**config.mk**
```make
export PLATFORM = sky130hd
export DESIGN_NAME = expr_string_gen
export DESIGN_NICKNAME = d
export VERILOG_FILES = /design/src/rtl/expr_pkg.sv /design/src/rtl/expr_char_enc.sv /design/src/rtl/expr_string_gen.sv
export SDC_FILE = /design/constraint.sdc
export NUM_CORES = 1
export LEC_CHECK = 0
export ABC_AREA = 1
export CAP_MARGIN = 10
export CORE_ASPECT_RATIO = 1.1
export CORE_MARGIN = 2
export CORE_UTILIZATION = 45
export CTS_CLUSTER_DIAMETER = 150
export DETAILED_ROUTE_END_ITERATION = 7
export GPL_TIMING_DRIVEN = 0
export PLACE_DENSITY = 0.72
export SLEW_MARGIN = 20
export SYNTH_ARGS = -nofsm -noshare
export SYNTH_HDL_FRONTEND = slang
export SYNTH_HIERARCHICAL = 1
export SYNTH_SLANG_ARGS = --single-unit
```
**constraint.sdc**
```tcl
create_clock -name clk -period 2.4 [get_ports clk]
set_input_delay 0.36 -clock clk [delete_from_list [all_inputs] [get_ports clk]]
set_output_delay 0.36 -clock clk [all_outputs]
set_load 0.05 [all_outputs]
```
**src/rtl/expr_pkg.sv**
```systemverilog
// Shared definitions for the expression-string generator: FSM state encoding,
// 2-bit operator codes and the ASCII characters the generator can emit.
package expr_pkg;

    typedef enum logic [1:0] {
        IDLE  = 2'd0,
        DIGIT = 2'd1,
        OP    = 2'd2
    } state_t;

    localparam logic [1:0] OP_ADD = 2'b00;
    localparam logic [1:0] OP_SUB = 2'b01;
    localparam logic [1:0] OP_MUL = 2'b10;
    localparam logic [1:0] OP_DIV = 2'b11;

    localparam logic [7:0] CH_0     = 8'h30;
    localparam logic [7:0] CH_9     = 8'h39;
    localparam logic [7:0] CH_PLUS  = 8'h2B;
    localparam logic [7:0] CH_MINUS = 8'h2D;
    localparam logic [7:0] CH_MUL   = 8'h2A;
    localparam logic [7:0] CH_DIV   = 8'h2F;

endpackage

```
**src/rtl/expr_char_enc.sv**
```systemverilog
// Combinational character encoder: maps a digit value or an operator code to
// its ASCII byte. Digit values above 9 saturate to '9'.
// Ports:
//   is_digit - 1 selects the operand path, 0 the operator path
//   opnd     - 4-bit operand value
//   op       - 2-bit operator code
//   ch_c     - ASCII character (combinational)
module expr_char_enc
    import expr_pkg::*;
(
    input  logic       is_digit,
    input  logic [3:0] opnd,
    input  logic [1:0] op,
    output logic [7:0] ch_c
);

    always_comb begin
        ch_c = CH_0;
        if (is_digit) begin
            ch_c = (opnd > 4'd9) ? CH_9 : (CH_0 + 8'(opnd));
        end else begin
            case (op)
                OP_ADD:  ch_c = CH_PLUS;
                OP_SUB:  ch_c = CH_MINUS;
                OP_MUL:  ch_c = CH_MUL;
                default: ch_c = CH_DIV;
            endcase
        end
    end

endmodule

```
**src/rtl/expr_string_gen.sv**
```systemverilog
// Expression-string generator: serialises a latched list of single-digit
// operands and binary operators into an ASCII stream "d op d ... d", one
// character per valid/ready handshake.
// Ports:
//   clk, clr_n            - clock, asynchronous active-low reset
//   start                 - begin a new expression (sampled while idle)
//   num_operands          - operand count N (clamped to MAX_OPERANDS, 0 ignored)
//   operands, ops         - packed operand nibbles / 2-bit operator codes
//   out_data/valid/last   - registered character stream, out_last on final char
//   out_ready             - consumer accepts the current character
//   busy                  - expression in progress
// Build option: define EXPR_ERR_INJECT_EN to add input err_inject, which
// corrupts the first operator to '0' (N>=2) or appends a trailing '+' (N==1).
module expr_string_gen
    import expr_pkg::*;
#(
    parameter int unsigned MAX_OPERANDS = 8,
    parameter int unsigned CNT_W        = $clog2(MAX_OPERANDS) + 1
) (
    input  logic                        clk,
    input  logic                        clr_n,
    input  logic                        start,
    input  logic [CNT_W-1:0]            num_operands,
    input  logic [4*MAX_OPERANDS-1:0]   operands,
    input  logic [2*(MAX_OPERANDS-1)-1:0] ops,
`ifdef EXPR_ERR_INJECT_EN
    input  logic                        err_inject,
`endif
    output logic [7:0]                  out_data,
    output logic                        out_valid,
    input  logic                        out_ready,
    output logic                        out_last,
    output logic                        busy
);

    localparam int unsigned OPND_W = 4 * MAX_OPERANDS;
    localparam int unsigned OPS_W  = 2 * (MAX_OPERANDS - 1);

    state_t               state_q, state_nxt;
    logic [CNT_W-1:0]     idx_q, idx_nxt;
    logic [CNT_W-1:0]     neff_q, neff_nxt;
    logic [OPND_W-1:0]    opnd_q, opnd_nxt;
    logic [OPS_W-1:0]     ops_q, ops_nxt;
    logic                 err_q, err_nxt;
    logic                 err_in;

    logic [7:0]           data_nxt;
    logic                 valid_nxt, last_nxt;
    logic                 hs;
    logic                 trail_q, trail_nxt;
    logic [3:0]           opnd_sel;
    logic [1:0]           op_sel;
    logic [7:0]           enc_ch_c;

`ifdef EXPR_ERR_INJECT_EN
    assign err_in = err_inject;
`else
    assign err_in = 1'b0;
`endif

    assign hs      = out_valid && out_ready;
    // A single-operand expression with injection gets one extra '+' after the digit.
    assign trail_q = err_q && (neff_q == CNT_W'(1));

    // State, index, latches and registered outputs.
    always_ff @(posedge clk or negedge clr_n) begin
        if (!clr_n) begin
            state_q   <= IDLE;
            idx_q     <= '0;
            neff_q    <= '0;
            opnd_q    <= '0;
            ops_q     <= '0;
            err_q     <= 1'b0;
            out_data  <= 8'h00;
            out_valid <= 1'b0;
            out_last  <= 1'b0;
            busy      <= 1'b0;
        end else begin
            state_q   <= state_nxt;
            idx_q     <= idx_nxt;
            neff_q    <= neff_nxt;
            opnd_q    <= opnd_nxt;
            ops_q     <= ops_nxt;
            err_q     <= err_nxt;
            out_data  <= data_nxt;
            out_valid <= valid_nxt;
            out_last  <= last_nxt;
            busy      <= valid_nxt;
        end
    end

    // Next-state logic; outputs are precomputed from the next state so they
    // are registered yet aligned with the state they describe.
    always_comb begin
        state_nxt = state_q;
        idx_nxt   = idx_q;
        neff_nxt  = neff_q;
        opnd_nxt  = opnd_q;
        ops_nxt   = ops_q;
        err_nxt   = err_q;

        case (state_q)
            IDLE: begin
                if (start && (num_operands != '0)) begin
                    state_nxt = DIGIT;
                    idx_nxt   = '0;
                    neff_nxt  = (num_operands > CNT_W'(MAX_OPERANDS)) ?
                                CNT_W'(MAX_OPERANDS) : num_operands;
                    opnd_nxt  = operands;
                    ops_nxt   = ops;
                    err_nxt   = err_in;
                end
            end
            DIGIT: begin
                if (hs) begin
                    if (idx_q == (neff_q - CNT_W'(1))) begin
                        state_nxt = trail_q ? OP : IDLE;
                    end else begin
                        state_nxt = OP;
                    end
                end
            end
            OP: begin
                if (hs) begin
                    if (trail_q) begin
                        state_nxt = IDLE;
                    end else begin
                        idx_nxt   = idx_q + CNT_W'(1);
                        state_nxt = DIGIT;
                    end
                end
            end
            default: state_nxt = IDLE;
        endcase
    end

    assign trail_nxt = err_nxt && (neff_nxt == CNT_W'(1));
    assign opnd_sel  = 4'(opnd_nxt >> {idx_nxt, 2'b00});
    assign op_sel    = 2'(ops_nxt >> {idx_nxt, 1'b0});

    expr_char_enc u_enc (
        .is_digit (state_nxt == DIGIT),
        .opnd     (opnd_sel),
        .op       (op_sel),
        .ch_c     (enc_ch_c)
    );

    // Output values for the character presented after this edge.
    always_comb begin
        valid_nxt = (state_nxt != IDLE);
        last_nxt  = 1'b0;
        data_nxt  = 8'h00;
        case (state_nxt)
            DIGIT: begin
                data_nxt = enc_ch_c;
                last_nxt = (idx_nxt == (neff_nxt - CNT_W'(1))) && !trail_nxt;
            end
            OP: begin
                if (trail_nxt) begin
                    data_nxt = CH_PLUS;
                    last_nxt = 1'b1;
                end else if (err_nxt && (idx_nxt == '0)) begin
                    data_nxt = CH_0;
                end else begin
                    data_nxt = enc_ch_c;
                end
            end
            default: ;
        endcase
    end

endmodule

```
==> results by group <==
Die
  • Full die area: 9520 µm²
  • Die H: 102 µm
  • Row count: 35
  • Initial Util: 0.466
  • Core ar.: 8450 µm²
  • Die X: a little over 90 µm
  • IO Pins: between 60 and 70

Global routing
  • Largest net degree at the start of global routing: 48
  • Vias in the first global route: 3677
  • GRT Resource Usage Total: 0.226
  • Global-route wire length before repair: 16700 µm
  • Total congestion overflow: 0
  • Met2 Track Usage GR: 0.394
  • Antenna violations before repair: 0
  • Met3 Track Usage GR: 0.0398
  • Busiest grt layer: met2
  • GR Layer Usage met1: 0.275

Drt
  • Antenna-violating nets left: 0
  • Final WL: 10800 µm
  • Drt pass-1 iters: 5
  • Routed wire per std cell: ~15 µm
  • DRT iter0 DRCs: 205
  • Via count: ~3.7k
  • DRC Markers: 0
  • Via density: 5.07

Run
  • Max Cap Viol: 0

Setup path
  • Crit. End Element: register
  • WP buf/inv: 3
  • Reg2Reg Capture Point: out_data[0]$_DFF_PN0_
  • Crit-path leading delay family: simple AND/OR/NAND/NOR gates
  • CP Data Arrival Time: 2.86 ns
  • Peak per-stage delay on the critical path: about 0.43 ns
  • RR Startpoint: neff_q[0]$_DFF_PN0_
  • Reg2reg path depth: 17
  • Critical path cell sequence: ha_4, nand2_2, inv_2, nand2_4, nand4_1, nand3_4, inv_8, buf_6, a21oi_4, o21ai_2, nand3_1, nand2_1, nor2_2, o21ai_1, a21oi_2, a22oi_1, a21oi_1
  • Slowest-stage cell, CP: dfrtp_1
  • CP Class: reg2reg
  • Register-to-Register Setup Slack: -0.17 ns
  • Worst path required time: between 2 and 3 ns
  • Worst setup SP type: register
  • Worst Path Max Fanout: 8
  • Worst setup path end: out_data[0]$_DFF_PN0_
  • Worst setup path start: neff_q[0]$_DFF_PN0_
  • Cell count along the critical path: 17

Power and ir drop
  • Net Sw Frac: 0.454
  • Comb pwr share: 0.634
  • Clock network fraction of total power: 0.129
  • Seq pwr share: 0.237
  • Leak: 0.00266 µW
  • VDD IR max: 0.981 mV
  • Cell Int Power: 4220 µW
  • Power Density: 1380 nW/µm²
  • Switching power: 3510 µW

Outcome
  • Failing checks: negative setup slack
  • Status: complete, but fails checks

STA
  • Fmax: 388 MHz
  • Worst Tran Pin Value: 0.503 ns
  • Slew headroom: 0.664
  • Fin. Hold Viols: 0
  • Unrepaired setup endpoints after global routing: yes
  • Clk_skew: about 0.015 ns
  • Min cycle time layout: roughly 2.6 ns
  • Fin crit share: 1.07
  • Slew Limit Fails: 0
  • Worst Slack Setup Final: -0.174 ns
  • Final setup fails: 3

Clock tree
  • CTS root buf: clkbuf_8
  • Num CTS Buffers: 9
  • Max clock buf depth: 2
  • CTS tree: yes
  • H-tree depth: 3
  • Latest clock arrival within the worst-skew pair: 0.36 ns
  • CTS clk-pin slew, worst paths: 0.08 ns
  • # clock sinks: 67

Yosys
  • Synthesized area: a little under 4000 µm²
  • Syn. warnings: 6
  • Syn_area_per_cell: 7.74 µm²
  • Sequential-to-total area share from yosys stat: 0.426
  • Asr flop ratio synth: 1.00
  • Register bit count reported by yosys: 67
  • Count of cell types in the netlist: 38
  • Post-synth EDFFs: 0
  • Ys flop type: dfrtp_1
  • Post-Syn Instances: approximately 500

Placed design
  • Dpl cells: ~690
  • DPL Wire Length: 7020 µm
  • Gpl congestion: 0.858
  • I/O Buffers: 64
  • Pre-CTS setup slack: -0.586 ns

Finish
  • Final core utilization: 0.664
  • Nets: 685
  • ANT cells: 0
  • Non-Filler Instances: 739
  • Sequential cell area: 1680 µm²
  • Synth-to-Final Area Change: 42.6%
  • Share of cells above drive strength 1: 0.258
  • Multi-input combinational cell area: 1950 µm²
  • Filler instances: between 600 and 700

Min path
  • Class of the worst hold path: in2async
[area by class of cell]
class / count / share of cell area
timing repair buffer: 105 / 0.186
clock buffer: 9 / 0.0221
buffer: 22 / 0.0448
tap: 111 / 0.0247
multi-input combinational: 331 / 0.348
clock inverter: 7 / 0.0147
inverter: 87 / 0.0604
sequential: 67 / 0.299
[stage by stage]
step                setup TNS (ns)  total power, µW  hold slack [ns]  area, µm²
detailed placement           -3.37             5320            0.271       4750
CTS                        -0.0309             6930            0.438       5300
global placement            -84.06             5220            0.458       4720
finish                      -0.362             7730            0.435       5620
global route                 -1.07             8270            0.465       5620
floorplan                        0             4400           0.0644       3940
[how the worst min path moves through the flow]
stage / from / to / slack, ns
finish: clr_n / opnd_q[23]$_DFF_PN0_ / 0.44
global route: clr_n / opnd_q[20]$_DFF_PN0_ / 0.46
CTS: clr_n / opnd_q[23]$_DFF_PN0_ / 0.44
detailed placement: clr_n / opnd_q[23]$_DFF_PN0_ / 0.27
global placement: opnd_q[13]$_DFF_PN0_ / opnd_q[13]$_DFF_PN0_ / 0.46
floorplan: clr_n / busy$_DFF_PN0_ / 0.06
[cells in the final DEF, fill, tap and decap left out, drive strengths merged, types with 2 or more instances in the layout]
cell type        n
a21oi           19
a22oi            3
buf             59
clkbuf          12
clkdlybuf4s50   58
clkinvlp         2
conb             3
dfrtp           67
dlygate4sd2      5
ha               8
inv             91
nand2          115
nand3           44
nand4            8
nor2            31
o21ai           51
or2             39
xnor2            4
[Yosys cell counts, types with 2 or more instances]
library cell  count  area, µm²
ha_1              8        100
o21ai_0          37        185
nand3_1          39        195
nand4_1           7       43.8
nand2_2           2       12.5
a22oi_1           3       22.5
nor2_1           27        101
inv_2             2       7.51
a21oi_1          18       90.1
conb_1            2       7.51
nor2_4            3       33.8
nand3_2           4       40.0
or2_2             3       18.8
inv_4             2       12.5
buf_8             2       30.0
nand2_1         113        424
clkbuf_2          3       15.0
xnor2_1           4       35.0
buf_2             2       10.0
buf_4             9       67.6
o21ai_1           9       45.0
or2_1             9       56.3
or2_0            27        169
dfrtp_1          67       1680
o21ai_2           5       43.8
clkbuf_1          2       7.51
inv_1            83        312
buf_6             7       78.8
[metal layers]
metal	share of wire	wire, µm	vias up
met5	0	0	-
met4	0.032	340	0
met3	0.049	532	27
met2	0.50	5360	132
met1	0.42	4550	1776
li1	-	-	1811
[flip-flops by register name, summed over array words and instances, names as in the netlist, 2 cells and up]
signal	count
idx_q	4
neff_q	4
opnd_q	32
ops_q	14
out_data	8
state_q	2
[power groups by stage]
| stage | sequential [µW] | combinational, µW | clock, µW |
|---|---|---|---|
| after floorplan | 1980 | 2420 | 0 |
| after global placement | 1820 | 3400 | 0 |
| after detailed placement | 1830 | 3490 | 0 |
| after CTS | 1820 | 4100 | 1010 |
| after global routing | 1890 | 5340 | 1050 |
| final | 1830 | 4900 | 1000 |
[repair_timing]
action	in CTS	in global routing
buffers inserted	21	15
cloned	2	1
gates resized for setup	64	58
setup endpoints to repair	6	5
hold buffers	1	0
pin swaps	22	40
endpoints found under the hold margin	20	0
[cell families (layout without fill, tap and decap cells)]
| family | count (synthesis) | in the layout | synth area share |
|---|---|---|---|
| AND/OR/NAND/NOR | 237 | 237 | 0.287 |
| buffers and inverters | 112 | 230 | 0.137 |
| AO/OA/AOI/OAI | 77 | 77 | 0.109 |
| flip-flops | 67 | 67 | 0.426 |
| adder cells (fa/ha/maj) | 8 | 8 | 0.0254 |
| XOR/XNOR | 5 | 5 | 0.0111 |
| other | 2 | 3 | 0.00191 |
| multiplexers | 1 | 1 | 0.00254 |
Note: power is estimated with default switching activity, not from simulation.
